$ cat src/rtl/bram_ring_ctrl.sv
// Byte FIFO built on a 1K x 8 dual-port block RAM: port A writes, port B reads.
// A 2-entry skid register hides the RAM's registered read latency.
module bram_ring_ctrl #(
  parameter int ADDR_W = 10,
  parameter int DATA_W = 8
) (
  input  logic              clk,
  input  logic              rst_n,
  input  logic              flush,
  input  logic              in_valid,
  input  logic [DATA_W-1:0] in_data,
  output logic              in_ready,
  output logic              out_valid,
  output logic [DATA_W-1:0] out_data,
  input  logic              out_ready,
  output logic [ADDR_W-1:0] ram_addr_a,
  output logic [DATA_W-1:0] ram_datain_a,
  output logic              ram_wr_a,
  output logic [ADDR_W-1:0] ram_addr_b,
  output logic [DATA_W-1:0] ram_datain_b,
  output logic              ram_wr_b,
  input  logic [DATA_W-1:0] ram_dataout_b,
  output logic [ADDR_W:0]   level
);

  localparam logic [ADDR_W:0] DEPTH_L = {1'b1, {ADDR_W{1'b0}}};

  logic [ADDR_W-1:0] wr_ptr;
  logic [ADDR_W-1:0] rd_ptr;
  logic [ADDR_W:0]   mem_cnt;
  logic              rd_pend;
  logic [1:0]        skid_cnt;
  logic [DATA_W-1:0] skid_tail;
  logic              push;
  logic              pop;
  logic              fetch;

  assign in_ready  = rst_n & ~flush & (level != DEPTH_L);
  assign push      = in_valid & in_ready;
  assign out_valid = (skid_cnt != 2'd0);
  assign pop       = out_valid & out_ready;

  // Only fetch when the skid is guaranteed a free slot once the RAM data lands.
  assign fetch = (mem_cnt != '0) &&
                 (({1'b0, skid_cnt} + {2'b00, rd_pend}) < (3'd2 + {2'b00, pop}));

  assign ram_wr_a     = push;
  assign ram_addr_a   = wr_ptr;
  assign ram_datain_a = in_data;
  assign ram_addr_b   = rd_ptr;
  assign ram_datain_b = '0;
  assign ram_wr_b     = 1'b0;

  always_ff @(posedge clk) begin
    if (!rst_n) begin
      wr_ptr    <= '0;
      rd_ptr    <= '0;
      mem_cnt   <= '0;
      rd_pend   <= 1'b0;
      skid_cnt  <= 2'd0;
      skid_tail <= '0;
      level     <= '0;
      out_data  <= '0;
    end else if (flush) begin
      // out_data deliberately keeps its last value across a flush
      wr_ptr    <= '0;
      rd_ptr    <= '0;
      mem_cnt   <= '0;
      rd_pend   <= 1'b0;
      skid_cnt  <= 2'd0;
      level     <= '0;
    end else begin
      if (push) wr_ptr <= wr_ptr + 1'b1;
      if (fetch) rd_ptr <= rd_ptr + 1'b1;
      mem_cnt <= mem_cnt + (ADDR_W+1)'(push) - (ADDR_W+1)'(fetch);
      rd_pend <= fetch;
      level   <= level + (ADDR_W+1)'(push) - (ADDR_W+1)'(pop);

      // out_data is the skid head; skid_tail is the second entry
      case ({pop, rd_pend})
        2'b11: begin
          if (skid_cnt == 2'd2) begin
            out_data  <= skid_tail;
            skid_tail <= ram_dataout_b;
          end else begin
            out_data <= ram_dataout_b;
          end
        end
        2'b10: begin
          if (skid_cnt == 2'd2) out_data <= skid_tail;
          skid_cnt <= skid_cnt - 2'd1;
        end
        2'b01: begin
          if (skid_cnt == 2'd0) out_data <= ram_dataout_b;
          else skid_tail <= ram_dataout_b;
          skid_cnt <= skid_cnt + 2'd1;
        end
        default: ;
      endcase
    end
  end

endmodule

$ cat config.mk
export PLATFORM = sky130hd
export DESIGN_NAME = bram_ring_ctrl
export DESIGN_NICKNAME = d
export VERILOG_FILES = /design/src/rtl/bram_ring_ctrl.sv
export SDC_FILE = /design/constraint.sdc
export NUM_CORES = 1
export LEC_CHECK = 0
export CAP_MARGIN = 20
export CORE_UTILIZATION = 42
export DETAILED_ROUTE_END_ITERATION = 10
export PLACE_DENSITY_LB_ADDON = 0.25
export SYNTH_ARGS = -nofsm -noshare
export SYNTH_HDL_FRONTEND = slang
export SYNTH_SLANG_ARGS = --single-unit
$ cat constraint.sdc
create_clock -name clk -period 3.75 [get_ports clk]
set_input_delay 0.5625 -clock clk [delete_from_list [all_inputs] [get_ports clk]]
set_output_delay 0.5625 -clock clk [all_outputs]
set_load 0.03 [all_outputs]
* Yosys cells after proc, flatten, opt, wreduce, memory -nomap -nowiden
Cells that the tools add are included.
** Word-level totals
- Word-level logic and storage cells :: 52
- Input port bits :: 21
- Register bits after elaboration :: 61
- Output and inout port bits :: 59
** Cells by class
- Eq/ne operators :: 9
- Reductions and logical operators :: 10
- Magnitude comparators :: 1
- Muxes and demuxes :: 8
- Bitwise logic cells :: 6
- Add/sub/neg operators :: 10
** Operator list (count)
- $mux W8 :: 5
- $pmux W8 S3 :: 1
- $add A11 B1 Y11 :: 2
- $sub A11 B1 Y11 :: 2
- $add A10 B1 Y10 const B :: 2
- $pmux W8 S2 :: 1
- $ne A11 B11 Y1 const B :: 1
- $reduce_bool A11 Y1 :: 1
- $ne A2 B2 Y1 const B :: 4
- $reduce_and A4 Y1 :: 2
- $eq A2 B2 Y1 const B :: 3
- $reduce_bool A2 Y1 :: 3
- $and A1 B1 Y1 :: 4
- $pmux W2 S2 :: 1
- $add A2 B1 Y3 :: 1
- $add A2 B1 Y3 const A :: 1
- $lt A3 B3 Y1 :: 1
- $reduce_bool A3 Y1 :: 1
- $add A2 B1 Y2 const B :: 1
- $eq A2 B1 Y1 const B :: 1
- $logic_not A2 Y1 :: 1
- $not A1 Y1 :: 2
- $reduce_or A2 Y1 :: 1
- $sub A2 B1 Y2 const B :: 1
- $logic_and A1 B1 Y1 :: 1

* Logic depth before layout (Yosys ltp)
- Depth after elaboration :: 6
- Mapped depth :: 16
- Mapped depth without buffers :: 16

* Worst setup path after synthesis
Ideal clock, no wire load.
- Path kind :: register -> register
- Start :: register level[2]
- End :: register mem_cnt[10]
- Path slack :: 156 ps
- Required time :: 3688 ps
- Arrival :: 3532 ps
- Library setup time :: 62 ps
- Path buffers :: 0
- Period minus slack after synthesis :: 3594 ps
- Stages on the path, launching flop included :: 13
- Cell sequence :: dfxtp_1 > inv_1 > ha_1 > and3b_1 > a211oi_2 > ha_1 > inv_1 > fa_1 > nand2b_1 > a2bb2oi_1 > a221oi_1 > or4b_1 > nand3_1
** On the way
- Word-level cells in the longest chain between the ends :: 5
** RTL lines
- from (decl) :: line 23 : output logic [ADDR_W:0] level
- from (signal assigned) :: line 77 : level <= level + (ADDR_W+1)'(push) - (ADDR_W+1)'(pop);
- $ne A11 B11 Y1 :: line 38 : assign in_ready = rst_n & ~flush & (level != DEPTH_L);
- $and A1 B1 Y1 :: line 38
- $and A1 B1 Y1 :: line 39 : assign push = in_valid & in_ready;
- net ram_wr_a :: line 18 : output logic ram_wr_a,
- $add A11 B1 Y11 :: line 75 : mem_cnt <= mem_cnt + (ADDR_W+1)'(push) - (ADDR_W+1)'(fetch);
- $sub A11 B1 Y11 :: line 75
- to (signal assigned) :: line 75
- to (decl) :: line 30 : logic [ADDR_W:0] mem_cnt;
The timed path passes the listed nets, and every way through them passes these cells.
A chain may end at the register's enable or synchronous reset.

* Worst setup path after layout
- Start :: input port out_ready
- End :: register mem_cnt[10]
** On the way
- Word-level cells in the longest chain between the ends :: 5
** RTL lines
- from (decl) :: line 15 : input logic out_ready,
- $and A1 B1 Y1 :: line 41 : assign pop = out_valid & out_ready;
- $add A2 B1 Y3 :: line 45 : (({1'b0, skid_cnt} + {2'b00, rd_pend}) < (3'd2 + {2'b00, pop}));
- $lt A3 B3 Y1 :: line 45
- $logic_and A1 B1 Y1 :: line 44 : assign fetch = (mem_cnt != '0) &&
- net fetch :: line 36 : logic fetch;
- $sub A11 B1 Y11 :: line 75
The timed path passes the listed nets, and every way through them passes these cells.

==> impl_metrics.yaml <==
critical_path:
  path_common_cell: "inv_1"
  cpMaxStageDelayCell: "clkdlybuf4s50_1"
  startpoint_type: "input pin"
  r2r_end: "mem_cnt[10]"
  crit_type: "in2reg"
  cp.arrival_ns: 3.72
  ff2ff_setup_slack_ns: 0.35
  cp_num_buf_inv: 4
  path_max_fanout: 5
  r2r_cells: 16
  critPathMaxStageDelay_ns: 0.51
  crit_chain: "clkdlybuf4s50_1 > o21ai_0 > o21ai_2 > nand2_4 > inv_1 > ha_1 > inv_1 > ha_1 > inv_1 > fa_1 > nand2b_1 > a2bb2oi_1 > a221oi_1 > or4b_1 > nand3_1"
  r2r_start: "mem_cnt[4]"
  cp-end-kind: "register"
  path_delay_family: "simple AND/OR/NAND/NOR gates"
  cp.required_ns: 4.04
synthesis:
  syn-instance-count: 442
  yosysWarnings: 0
  synth_seq_cells: 61
  ys.flop_type: "dfxtp_1"
  synth_top_area_frac: 0.321
  yosysUniqueCellTypes: 59
  synth_enable_flop_cells: 0
  yosys.area.top_type: "dfxtp_1"
  synth.area.top_cells: "dfxtp_1, ha_1, xor2_1"
  netlist_area_um2: 3800
  ys_async_sr_fraction: 0
  yosysSeqAreaShare: 0.321
  synth.avg_cell_area_um2: 8.60
timing:
  clock_skew_ns: 0.00900
  drv_slew: 0
  final_hold_viol_count: 0
  max-slew-margin-rel: 0.561
  fmax_mhz: 291
  period_needed_ns: 3.43
  worst_pin_slew_ns: 0.658
  rsz0062_at_grt: "no"
  setup_tns_ns: 0
  period_share: 0.916
  setup_viol: 0
detailed_routing:
  drtIter0Drc: 86
  wl_um: 8220
  via_per_inst: 5.23
  route.detailed.drc: 0
  drt-wirelength-per-cell_um: 13.6
  firstDrtPassIters: 4
  vias: 3166
  ant_nets: 0
clock_tree:
  clock_latency_ns: 0.35
  cts_resized: 0
  cts_buffer_depth: 2
  numCtsBuffers: 9
  cts_tree: "done"
  htree_levels: 3
  postCtsSetupBuffers: 0
  clock_sinks: 61
  clk_pin_slew_worst_paths_ns: 0.07
  ctsHoldBuffers: 0
  root_buffer: "clkbuf_8"
power:
  power_per_cell_area_nw_per_um2: 685
  ir_drop_uv: 345
  totalPowerFinal_uw: 3160
  p_leak_uw: 0.00193
global_route:
  grt_max_degree: 37
  first_global_vias: 2997
  gr-total-overflow: 0
  antenna_found_initial: 0
  grt_pass1_wl_um: 14000
  grt_usage: 0.182
status:
  status: "completed"
final_layout:
  mostFrequentLayoutCell: "dfxtp_1"
  area_growth_pct: 21.3
  nNetsFinal: 552
  post-route-util: 0.529
  mostFrequentLayoutCells: "dfxtp_1, clkdlybuf4s50_1, inv_1, nor2_1, nand2_1"
  n_antenna_cell: 0
  drive_gt1_frac: 0.0765
flow_run:
  drv_cap: 0
die:
  row_count: 34
  io_pins: 80
  initial_utilization: 0.436
  die_area_um2: 9440
  fp.dieW_um: 97.1
  core_area_um2: 8720
  die_y_um: 97.1
hold_path:
  hold_path_end: "out_data[3]"
  hold_depth: 2
  hold_start: "out_data[3]"
  hold_path_class: "reg2reg"
placed_design:
  io_buffers: 54
  dp_hpwl_um: 5850
  gp_congestion: 0.825
per-stage QoR:
| step | worst slack, ns | instances | cell area (um2) | hold WS [ns] |
|---|---|---|---|---|
| floorplan | 0.156 | 450 | 3830 | 0.487 |
| global placement | 0.182 | 589 | 4360 | 0.457 |
| detailed placement | 0.00785 | 589 | 4360 | 0.458 |
| CTS | 0.303 | 605 | 4610 | 0.477 |
| global route | 0.0695 | 605 | 4610 | 0.508 |
| finish | 0.316 | 605 | 4610 | 0.473 |
state kept, by name, indices dropped and copies added, names as in the netlist:
signal and cells:
level 11, mem_cnt 11, out_data 8, ram_addr_a 10, ram_addr_b 10, rd_pend 1, skid_cnt 2, skid_tail 8
routing by layer:
layer,up-vias,wire length (um),global-route usage
met5,-,0,0
met4,0,141,0.0631
met3,17,324,0.0417
met2,77,3780,0.289
met1,1482,3970,0.242
li1,1590,-,-
Yosys cell counts (all sizes together), types with 11 or more instances:
cell type / count
nand3: 20
a21oi: 15
nor2: 42
nor2b: 12
ha: 37
mux2i: 11
buf: 25
dfxtp: 61
nand2: 39
xor2: 24
inv: 41
cells by family (layout without fill, tap and decap cells):
family                   after synthesis  after routing  synth area share
buffers and inverters                 72            119            0.0928
AO/OA/AOI/OAI                         76             76             0.153
AND/OR/NAND/NOR                      151            151             0.199
adder cells (fa/ha/maj)               39             39             0.132
other                                  1              9          0.000987
multiplexers                          12             12            0.0319
flip-flops                            61             61             0.321
XOR/XNOR                              30             30            0.0691
how the worst max path moves through the flow:
stage                        endpoint  slack (ns)      start  depth (start not counted)
after floorplan           mem_cnt[10]        0.16   level[2]                         12
after global placement    mem_cnt[10]        0.18  out_ready                         15
after detailed placement  mem_cnt[10]       0.008  out_ready                         15
after CTS                 mem_cnt[10]        0.30  out_ready                         15
after global routing      mem_cnt[10]        0.07  out_ready                         15
final                     mem_cnt[10]        0.32  out_ready                         15
layout make-up:
class / instances / area [um2]
multi-input cells: 317 / 2260
fillers: 782 / 4110
repair buffers: 62 / 596
clock buffers: 10 / 138
inverters: 41 / 154
flip-flops and latches: 61 / 1220
well taps: 108 / 135
clock inverters: 6 / 110
worst reg2reg max path, cell delays in order (launching register included):
cell and delay, ns:
dfxtp_1 0.34, inv_1 0.07, ha_1 0.20, and4b_1 0.22, a41oi_2 0.27, nand2_4 0.10
inv_1 0.09, ha_1 0.22, inv_1 0.06, ha_1 0.18, inv_1 0.07, fa_1 0.38
nand2b_1 0.18, a2bb2oi_1 0.23, a221oi_1 0.17, or4b_1 0.49, nand3_1 0.08
power by group:
part	internal, uW	switching (uW)	total, uW	leakage (uW)
registers	745	74.3	819	0.000496
clock network	458	277	735	0.000119
logic	702	901	1600	0.00132
total	1900	1250	3160	0.00193
Power figures use the tool's default switching activity.
